===== src/rtl/toycpu_sequencer_if.sv =====
// Instruction/data memory handshake bundle for the toycpu sequencer.
// Requests are held by the sequencer until the memory side acks.
interface toycpu_sequencer_if;
    logic imem_req;
    logic imem_ack;
    logic dmem_req;
    logic dmem_ack;
    logic mem_we;

    modport master (
        output imem_req,
        output dmem_req,
        output mem_we,
        input  imem_ack,
        input  dmem_ack
    );

    modport slave (
        input  imem_req,
        input  dmem_req,
        input  mem_we,
        output imem_ack,
        output dmem_ack
    );
endinterface


===== src/rtl/toycpu_sequencer.sv =====
// Multi-cycle control FSM for toycpu: fetch, decode, exec, mem, write-back.
// Gates decoder write enables to a single commit cycle; sticky fault on errors.
module toycpu_sequencer #(
    parameter int CNT_W       = 16,
    parameter int MEM_TIMEOUT = 15
) (
    input  logic                  clk,
    input  logic                  rst,
    input  logic                  run,
    input  logic                  step,
    input  logic [2:0]            opcode,
    input  logic                  dec_reg_we,
    input  logic                  dec_mem_we,
    toycpu_sequencer_if.master    bus,
    output logic                  ir_load,
    output logic                  reg_we,
    output logic                  pc_we,
    output logic                  halted,
    output logic                  fault,
    output logic [2:0]            state,
    output logic [CNT_W-1:0]      instr_count
);
    typedef enum logic [2:0] {
        IDLE   = 3'd0,
        FETCH  = 3'd1,
        DECODE = 3'd2,
        EXEC   = 3'd3,
        MEM    = 3'd4,
        WB     = 3'd5,
        HALT   = 3'd6
    } seqState_t;

    localparam logic [7:0] LIMIT = 8'(MEM_TIMEOUT);

    seqState_t curState;
    seqState_t nxtState;
    logic [7:0] waitCnt;
    logic [7:0] waitNxt;
    logic [7:0] waitInc;
    logic faultQ;
    logic faultSet;
    logic retire;
    logic [CNT_W-1:0] instrCnt;

    logic isAlu;
    logic isMem;
    logic isBr;
    logic isSt;
    logic isIllegal;

    assign isAlu     = (opcode == 3'b000) || (opcode == 3'b001);
    assign isMem     = (opcode == 3'b011) || (opcode == 3'b101);
    assign isBr      = (opcode == 3'b110);
    assign isSt      = (opcode == 3'b101);
    assign isIllegal = !(isAlu || isMem || isBr);
    assign waitInc   = waitCnt + 8'd1;

    always_comb begin
        nxtState     = curState;
        waitNxt      = waitCnt;
        faultSet     = 1'b0;
        retire       = 1'b0;
        bus.imem_req = 1'b0;
        bus.dmem_req = 1'b0;
        ir_load      = 1'b0;
        reg_we       = 1'b0;
        pc_we        = 1'b0;
        unique case (curState)
            IDLE: begin
                if (run || step) begin
                    nxtState = FETCH;
                    waitNxt  = 8'd0;
                end
            end
            FETCH: begin
                bus.imem_req = 1'b1;
                if (bus.imem_ack) begin
                    ir_load  = 1'b1;
                    nxtState = DECODE;
                end else if (waitInc == LIMIT) begin
                    nxtState = HALT;
                    faultSet = 1'b1;
                end else begin
                    waitNxt = waitInc;
                end
            end
            DECODE: begin
                if (isIllegal) begin
                    nxtState = HALT;
                    faultSet = 1'b1;
                end else begin
                    nxtState = EXEC;
                end
            end
            EXEC: begin
                unique case (1'b1)
                    isAlu: nxtState = WB;
                    isMem: begin
                        nxtState = MEM;
                        waitNxt  = 8'd0;
                    end
                    isBr: begin
                        pc_we  = 1'b1;
                        retire = 1'b1;
                    end
                    default: begin
                        nxtState = HALT;
                        faultSet = 1'b1;
                    end
                endcase
            end
            MEM: begin
                bus.dmem_req = 1'b1;
                if (bus.dmem_ack) begin
                    if (isSt) begin
                        pc_we  = 1'b1;
                        retire = 1'b1;
                    end else begin
                        nxtState = WB;
                    end
                end else if (waitInc == LIMIT) begin
                    nxtState = HALT;
                    faultSet = 1'b1;
                end else begin
                    waitNxt = waitInc;
                end
            end
            WB: begin
                reg_we = dec_reg_we;
                pc_we  = 1'b1;
                retire = 1'b1;
            end
            HALT: nxtState = HALT;
            default: nxtState = IDLE;
        endcase
        // Retiring re-enters FETCH directly in run mode, so clear the wait count.
        if (retire) begin
            nxtState = run ? FETCH : IDLE;
            waitNxt  = 8'd0;
        end
    end

    always_ff @(posedge clk) begin
        if (rst) begin
            curState <= IDLE;
            waitCnt  <= 8'd0;
            faultQ   <= 1'b0;
            instrCnt <= '0;
        end else begin
            curState <= nxtState;
            waitCnt  <= waitNxt;
            faultQ   <= faultQ | faultSet;
            if (retire) begin
                instrCnt <= instrCnt + CNT_W'(1);
            end
        end
    end

    assign bus.mem_we  = bus.dmem_req & dec_mem_we;
    assign halted      = (curState == HALT);
    assign fault       = faultQ;
    assign state       = curState;
    assign instr_count = instrCnt;
endmodule

===== src/flat_wrapper.sv =====
// flat-port wrapper written by rule: the top's interface ports become plain ports
module toycpu_sequencer_flat 
#(
    parameter int CNT_W       = 16,
    parameter int MEM_TIMEOUT = 15
)
  (clk, rst, run, step, opcode, dec_reg_we, dec_mem_we, ir_load, reg_we, pc_we, halted, fault, state, instr_count, bus_imem_req, bus_dmem_req, bus_mem_we, bus_imem_ack, bus_dmem_ack);
  toycpu_sequencer_if bus_i ();
  input  logic clk;
  input  logic rst;
  input  logic run;
  input  logic step;
  input  logic [2:0] opcode;
  input  logic dec_reg_we;
  input  logic dec_mem_we;
  output logic ir_load;
  output logic reg_we;
  output logic pc_we;
  output logic halted;
  output logic fault;
  output logic [2:0] state;
  output logic [CNT_W-1:0] instr_count;
  output wire logic [$bits(bus_i.imem_req)-1:0] bus_imem_req;
  output wire logic [$bits(bus_i.dmem_req)-1:0] bus_dmem_req;
  output wire logic [$bits(bus_i.mem_we)-1:0] bus_mem_we;
  input wire logic [$bits(bus_i.imem_ack)-1:0] bus_imem_ack;
  input wire logic [$bits(bus_i.dmem_ack)-1:0] bus_dmem_ack;
  assign bus_imem_req = bus_i.imem_req;
  assign bus_dmem_req = bus_i.dmem_req;
  assign bus_mem_we = bus_i.mem_we;
  assign bus_i.imem_ack = bus_imem_ack;
  assign bus_i.dmem_ack = bus_dmem_ack;
  toycpu_sequencer #(.CNT_W(CNT_W), .MEM_TIMEOUT(MEM_TIMEOUT)) u_core (.clk(clk), .rst(rst), .run(run), .step(step), .opcode(opcode), .dec_reg_we(dec_reg_we), .dec_mem_we(dec_mem_we), .bus(bus_i), .ir_load(ir_load), .reg_we(reg_we), .pc_we(pc_we), .halted(halted), .fault(fault), .state(state), .instr_count(instr_count));
endmodule

===== config.mk =====
export PLATFORM = sky130hd
export DESIGN_NAME = toycpu_sequencer_flat
export DESIGN_NICKNAME = d
export VERILOG_FILES = /design/src/rtl/toycpu_sequencer_if.sv /design/src/rtl/toycpu_sequencer.sv /design/src/flat_wrapper.sv
export SDC_FILE = /design/constraint.sdc
export NUM_CORES = 1
export LEC_CHECK = 0
export ABC_AREA = 1
export CORE_MARGIN = 4
export CORE_UTILIZATION = 40
export CTS_BUF_LIST = sky130_fd_sc_hd__clkbuf_8 sky130_fd_sc_hd__clkbuf_16
export DETAILED_ROUTE_END_ITERATION = 10
export PLACE_DENSITY = 0.62
export REMOVE_ABC_BUFFERS = 1
export SLEW_MARGIN = 15
export SYNTH_ARGS = -nofsm -noshare
export SYNTH_HDL_FRONTEND = slang
export SYNTH_SLANG_ARGS = --single-unit

===== constraint.sdc =====
create_clock -name clk -period 2.4 [get_ports clk]
set_clock_uncertainty 0.2 [all_clocks]
set_input_delay 0.36 -clock clk [delete_from_list [all_inputs] [get_ports clk]]
set_output_delay 0.36 -clock clk [all_outputs]
set_load 0.1 [all_outputs]

Word-level counts from Yosys, hierarchy flattened
Index checks and enable logic that the tools add are counted.
Widths: inputs -> output; s select.
{"block": "classes", "n_addsub": 2, "n_eq_ne": 19, "muxes": 31, "n_reduce_logical": 12, "bitwise_logic": 2}
{"cell": "$mux 8", "n": 5}
{"cell": "$pmux 8 s4", "n": 1}
{"cell": "$mux 3", "n": 7}
{"cell": "$pmux 3 s7", "n": 1}
{"cell": "$add 16x1->16 const B", "n": 1}
{"cell": "$eq 3x3->1 const B", "n": 5}
{"cell": "$mux 1", "n": 14}
{"cell": "$eq 3x2->1 const B", "n": 3}
{"cell": "$pmux 3 s3", "n": 1}
{"cell": "$add 8x1->8 const B", "n": 1}
{"cell": "$eq 8x4->1 const B", "n": 1}
{"cell": "$eq 3x1->1 const B", "n": 2}
{"cell": "$logic_not 3->1", "n": 2}
{"cell": "$ne 2x2->1 const B", "n": 3}
{"cell": "$logic_or 1x1->1", "n": 5}
{"cell": "$reduce_and 5->1", "n": 1}
{"cell": "$ne 2x1->1 const B", "n": 2}
{"cell": "$ne 4x4->1 const B", "n": 1}
{"cell": "$pmux 1 s4", "n": 1}
{"cell": "$reduce_and 4->1", "n": 1}
{"cell": "$reduce_bool 4->1", "n": 1}
{"cell": "$ne 3x2->1 const B", "n": 1}
{"cell": "$ne 3x3->1 const B", "n": 1}
{"cell": "$pmux 1 s3", "n": 1}
{"cell": "other kinds (4)", "n": 4}
{"block": "word_totals", "regBits": 28, "word_cells": 70, "out_inout_bits": 27, "input_bits": 11}

Depth between registers and ports, before layout
Gate-level depths: netlist of the first run.
{"block": "depth", "depth_word": 7, "depth_mapped": 12, "depth_no_buf": 12}

Worst setup path before layout of the first run
OpenSTA, ideal clock, no wires.
{"block": "synth_path", "kind": "reg-to-output", "from": "register u_core.curState[0], in the netlist u_core.state[0]", "to": "output ir_load", "slack_ns": -0.979, "stages_incl_launch_ff": 5, "t_arrival_ns": 2.819, "n_path_buf": 0, "t_required_ns": 1.840, "path_cell_list": "dfxtp_1 > inv_2 > nor2_2 > nand2_1 > inv_1"}
{"block": "synth_between", "elab_chain_len": 2}
{"element": "from (decl)", "line": "toycpu_sequencer.sv:35", "text": "seqState_t curState;"}
{"element": "from (signal assigned)", "line": "toycpu_sequencer.sv:150", "text": "curState <= nxtState;"}
{"element": "$eq 3x1->1", "line": "toycpu_sequencer.sv:68", "text": "unique case (curState)"}
{"element": "$mux 1", "line": "toycpu_sequencer.sv:68"}
{"element": "to (decl)", "line": "flat_wrapper.sv:16", "text": "output logic ir_load;"}
Every way passes these cells.

Worst setup path in the final report of the first run
{"block": "layout_path", "from": "input opcode[2]", "to": "output pc_we"}
{"block": "layout_between", "elab_chain_len": 4, "elab_cells_between_ends": 6, "classes_between": "eq/ne: 2; mux: 4"}
{"element": "from (decl)", "line": "flat_wrapper.sv:13", "text": "input logic [2:0] opcode;"}
{"element": "$eq 3x3->1", "line": "toycpu_sequencer.sv:54", "text": "assign isSt = (opcode == 3'b101);"}
{"element": "$mux 1", "line": "toycpu_sequencer.sv:115", "text": "if (isSt) begin"}
{"element": "$mux 1", "line": "toycpu_sequencer.sv:114", "text": "if (bus.dmem_ack) begin"}
{"element": "$pmux 1 s3 *", "line": "toycpu_sequencer.sv:68"}
{"element": "to (decl)", "line": "flat_wrapper.sv:18", "text": "output logic pc_we;"}
Mark *: on every way between the ends. The rest lies on a longest branch, timed or not.

==> results of run 1 <==
==> sequential cells by signal, indices dropped and copies added, names as in the netlist <==
name,cells
u_core.waitCnt,8
u_core.state,3
u_core.instr_count,16
u_core.fault,1
==> cell usage after synthesis (all sizes together) <==
library cell and count:
clkinv 1, clkbuf 1, nor3b 2, a21oi 18, nand3b 1, nor2 61, xnor2 4, nor3 7
ha 3, buf 2, nand3 17, inv 43, nand4 8, a31oi 1, o21ai 17, nand2 75
dfxtp 28
==> layer usage <==
layer  share of wire  track usage  wire [um]  up-vias
li1                -            -          -      989
met4          0.0095      0.04272         40        0
met1            0.48       0.2051       2032      818
met5               0            0          0        -
met3           0.037      0.02375        154        4
met2            0.47       0.2886       1982       30
==> power groups by stage <==
stage               combinational, W  clock (W)  sequential (W)
floorplan                   0.000752          0        0.000817
global placement             0.00117          0        0.000681
detailed placement           0.00118          0        0.000683
CTS                          0.00119   0.000389        0.000672
global route                 0.00130   0.000410        0.000694
finish                       0.00118   0.000383        0.000672
==> worst max-delay path, stage by stage <==
cell	delay, ns
clkdlybuf4s50_1	0.48
inv_1	0.06
nor3_1	0.23
nand2_1	0.13
nand3_4	0.21
buf_12	0.21
==> metrics by stage <==
stage | power (W) | utilization | hold WS (ns)
6_report | 0.002235 | 0.5345 | 0.2676
5_1_grt | 0.002403 | 0.5345 | 0.2933
4_1_cts | 0.002246 | 0.5342 | 0.2701
3_5_place_dp | 0.001864 | 0.5180 | 0.2536
3_3_place_gp | 0.001853 | 0.5180 | 0.2529
2_1_floorplan | 0.001569 | - | 0.2291
==> path summary, 6_finish.rpt <==
| path | to | slack [ns] | depth (start not counted) |
|---|---|---|---|
| worst max-delay path | pc_we | 0.15 | 6 |
| worst min-delay path | u_core.fault$_SDFF_PP0_ | 0.27 | 2 |
| worst max register to register | u_core.waitCnt[7]$_SDFFE_PP0P_ | 0.47 | 8 |
| worst min register to register | u_core.fault$_SDFF_PP0_ | 0.27 | 2 |
==> cell families after synthesis <==
group           synth area share
compound gates           0.09987
xor+xnor                 0.01928
fa+ha+maj                0.02066
buf+inv                   0.1012
flops                     0.3085
simple gates              0.4504
==> final cells by class <==
type                       count  area (sq um)
clock buffer                   3         41.29
clock inverter                 1         30.03
fill                         456          2041
inverter                      44         167.7
multi-input combinational    214          1072
sequential                    28         561.8
tap                           52         65.06
timing repair buffer          39         405.4
==> results.txt, run 1 <==
GP Congestion: 0.8003
number of global-route vias before repair: 1,726
first-pass GRT wire length: 7.383 mm
P per Cell Area: 953.6 mW/mm^2
post-synthesis cell area: 0.001817 sq mm
Via-to-Cell Ratio: 4.832
sequential power share: 0.301
final worst slack: 0.1528 ns
static leakage power: 1.076 nW
die height: 75.40 um
Hold Crit Class: register to register
Max transition margin: 0.7727
Least-Margin Pin Slew: 0.3374 ns
total negative slack: 0 ns
# nets final: 344
die width: 75.40 um
Starting Density: 0.4144
initial antenna violation count: 0
Yosys cell types: 29
IO Pins: 38
Clock Tree Root: clkbuf_8
via count: 1,841
Wirelength per Cell: 11.05 um
Antenna Cells: 0
Sw Pwr: 0.001090 W
Area contributors post-synth: dfxtp_1 (31%), nand2_1 (14%), nor2_1 (11%)
Final Hold Fails: 0
drt initial violations: 114
internal power: 0.001145 W
Max VDD drop: 0.3599 mV
Max Root-Sink Buffers: 2
largest net degree at the start of global routing: 17
post-synthesis instance total: 289
Synth top area share: 0.3085
Final ANT Viol Nets: 0
dpl hpwl: 3.327 mm
I/O Buffers: 37
Setup WS pre-CTS: 0.1450 ns
max cap viols: 0
H-tree levels: 1
GRT Total Usage: 0.1626
Crit Path Max Fanout: 15
commonest non-fill, non-tap cells in the layout: nand2_1 (69), nor2_1 (52), inv_1 (37)
HP Start: u_core.fault$_SDFF_PP0_
grt ovf: 0
row count: 24
max frequency: 445.0 MHz
most common cell after layout, fill and taps aside: nand2_1
switch share: 0.4876
# DRC: 0
Die ar.: 0.005684 sq mm
status: finished, final reports clean
Final setup viols: 0
Worst setup SP type: input pin
Cell Area, Placed: 0.002271 sq mm
critical path type: input pin to primary output
min Tclk post-route: 2.247 ns
Worst-path clk slew: 0.11 ns
CP Data Arrival Time: 1.69 ns
Clock Sinks: 28
Clk pwr share: 0.172
Required @ worst endpoint: 1.84 ns
post-cts sizing count: 0
Inst Count DP: 377
worst reg2reg startpoint: u_core.state[1]$_SDFFE_PP0P_
Syn Area/Cell: 6.286 sq um
first-pass detailed-route iteration total: 4
Area growth, synth to finish: 28.99%
Post-Layout Cell Count: 381
unrepaired setup endpoints after global routing: false
Inserted Clock Buffers: 3
area leader, netlist: dfxtp_1
CP startpoint: opcode[2]
register area share after synthesis: 0.3085
Synth Warn #: 0
CTS tree: yes
Post-Layout Inst Area: 0.002344 sq mm
# hold bufs at CTS: 0
Crit. End Element: primary output
part of the cycle the worst path needs: 0.9363
power share of the combinational group: 0.528
share of post-route cells with drive strength above 1: 0.1884
Core Region: 0.004384 sq mm
Synth Register Bits: 28
Setup Buffers After CTS: 0
Clk Latency, worst-skew pair: 0.29 ns
Post-Route WL: 4.209 mm
Final Slew Violations: 0
Note: power is estimated with default switching activity, not from simulation.
==> inputs of run 2 (changes only) <==
Clock period 2.4 ns to 2.2 ns, I/O delays scaled along.
==> run 2 against run 1 <==
Compared with the run above: worst setup slack worse by 0.043 ns; global-route usage decreased by 0.11 points; non-clock buffer count increased by 4; count of clock-buffer cells in the layout stayed put; sequential cell count unchanged; critical path type unchanged; highest routed layer is now met3.
==> results.txt, run 2 (synthesis gave the netlist of run 1 again) <==
status: finished, final reports clean (unchanged)
drt initial violations: 110 (was 114)
hold path endpoint: u_core.fault$_SDFF_PP0_ (unchanged)
Antenna Cells: 0 (unchanged)
I/O Buffers: 37 (unchanged)
Worst-path clk slew: 0.09 ns (was 0.11 ns)
unrepaired setup endpoints after global routing: false (unchanged)
R2R Setup Slk: 0.31 ns (was 0.47 ns)
GP Congestion: 0.8314 (was 0.8003)
Required @ worst endpoint: 1.67 ns (was 1.84 ns)
static leakage power: 1.100 nW (was 1.076 nW)
dpl hpwl: 3.409 mm (was 3.327 mm)
Final Hold Fails: 0 (unchanged)
commonest non-fill, non-tap cells in the layout: nand2_1 (69), nor2_1 (52), inv_1 (37) (unchanged)
Post-Route WL: 4.168 mm (was 4.209 mm)
Max VDD drop: 0.3942 mV (was 0.3599 mV)
Via-to-Cell Ratio: 4.797 (was 4.832)
reg2reg path depth: 10 (was 8)
min Tclk post-route: 2.091 ns
Core Region: 0.004384 sq mm (unchanged)
Clock Tree Root: clkbuf_8 (unchanged)
number of global-route vias before repair: 1,656 (was 1,726)
die height: 75.40 um (unchanged)
GRT Total Usage: 0.1614 (was 0.1626)
Inserted Clock Buffers: 3 (unchanged)
final hold slack: 0.2680 ns (was 0.2676 ns)
max FFs per register: 16 (unchanged)
Max transition margin: 0.7812 (was 0.7727)
max cap viols: 0 (unchanged)
Clock Sinks: 28 (unchanged)
Hold Crit Class: register to register (unchanged)
CP Data Arrival Time: 1.56 ns (was 1.69 ns)
max frequency: 478.3 MHz
Final ANT Viol Nets: 0 (unchanged)
share of post-route cells with drive strength above 1: 0.2042 (was 0.1884)
part of the cycle the worst path needs: 0.9502
worst reg2reg startpoint: u_core.waitCnt[1]$_SDFFE_PP0P_ (was u_core.state[1]$_SDFFE_PP0P_)
Starting Density: 0.4144 (unchanged)
# DRC: 0 (unchanged)
Setup WS pre-CTS: 0.01531 ns (was 0.1450 ns)
Setup Buffers After CTS: 0 (unchanged)
IO Pins: 38 (unchanged)
Crit. End Element: primary output (unchanged)
Worst setup SP type: input pin (unchanged)
Design Power: 0.002456 W (was 0.002235 W)
final worst slack: 0.1095 ns (was 0.1528 ns)
first-pass detailed-route iteration total: 4 (unchanged)
most common cell after layout, fill and taps aside: nand2_1 (unchanged)
hold path depth: 2 (unchanged)
CTS tree: yes (unchanged)
grt ovf: 0 (unchanged)
initial antenna violation count: 0 (unchanged)
largest net degree at the start of global routing: 17 (unchanged)
Final setup viols: 0 (unchanged)
Die ar.: 0.005684 sq mm (unchanged)
die width: 75.40 um (unchanged)
row count: 24 (unchanged)
HP Start: u_core.fault$_SDFF_PP0_ (unchanged)
P per Cell Area: 1027 mW/mm^2 (was 953.6 mW/mm^2)
Crit Path Max Fanout: 11 (was 15)
CP startpoint: bus_dmem_ack (was opcode[2])
Least-Margin Pin Slew: 0.3248 ns (was 0.3374 ns)
fill count: 451 (was 456)
Wirelength per Cell: 10.83 um (was 11.05 um)
first-pass GRT wire length: 7.286 mm (was 7.383 mm)
critical path type: input pin to primary output (unchanged)
RR Endpoint: u_core.waitCnt[7]$_SDFFE_PP0P_ (unchanged)
via count: 1,847 (was 1,841)
Max Root-Sink Buffers: 2 (unchanged)
H-tree levels: 1 (unchanged)
# nets final: 348 (was 344)
Clk Latency, worst-skew pair: 0.28 ns (was 0.29 ns)
Final Slew Violations: 0 (unchanged)
Area growth, synth to finish: 31.68% (was 28.99%)
run 2: how the worst max path moves through the flow:
stage	endpoint	slack, ns	cells past startpoint
4_1_cts	pc_we	0.04	6
3_3_place_gp	pc_we	0.06	6
5_1_grt	pc_we	0.02	6
6_report	pc_we	0.11	6
2_1_floorplan	ir_load	-1.15	4
3_5_place_dp	u_core.instr_count[3]$_SDFFE_PP0P_	0.02	9
run 2: area by class of cell:
type                       instances  area, sq um  area share
clock buffer                       3        41.29     0.01726
clock inverter                     1        30.03     0.01255
inverter                          44        167.7     0.07008
multi-input combinational        214         1077      0.4503
sequential                        28        563.0      0.2354
tap                               52        65.06     0.02720
timing repair buffer              43        447.9      0.1872
run 2: per-stage QoR:
| step | area [sq um] | cells | TNS (ns) | utilization |
|---|---|---|---|---|
| global placement | 2313 | 381 | 0 | 0.5277 |
| finish | 2392 | 385 | 0 | 0.5457 |
| detailed placement | 2313 | 381 | 0 | 0.5277 |
| CTS | 2385 | 385 | 0 | 0.5440 |
| global route | 2392 | 385 | 0 | 0.5457 |
| floorplan | 1800 | 286 | -21.94 | - |
run 2: where the power goes:
group	leakage, nW	switching (W)	internal (W)
Sequential	0.228	0.000123	0.000607
Combinational	0.836	0.000892	0.000425
Clock	0.0357	0.000165	0.000244
run 2: routing by layer:
| metal | wire, um | share of wire | global-route usage |
|---|---|---|---|
| met1 | 1936 | 0.46 | 0.2178 |
| met2 | 2020 | 0.48 | 0.2713 |
| met3 | 211 | 0.051 | 0.02507 |
| met4 | 0 | 0 | 0.03689 |
| met5 | 0 | 0 | 0 |
run 2: critical path, cell delays in order:
cell and delay (ns):
clkdlybuf4s50_1 0.49, inv_1 0.06, nor2_2 0.17, nand2_1 0.14
nand3_4 0.16, buf_12 0.20
run 2: repair_timing:
action	in CTS	in global routing
hold buffers	0	0
resized for setup	0	3
endpoints found under the setup margin	0	2
==> inputs of run 3 (changes only) <==
Settings changed: HOLD_SLACK_MARGIN set to 0.03.
==> results of run 3 <==
The final DEF is identical to that of run 2; final timing and power are the same.
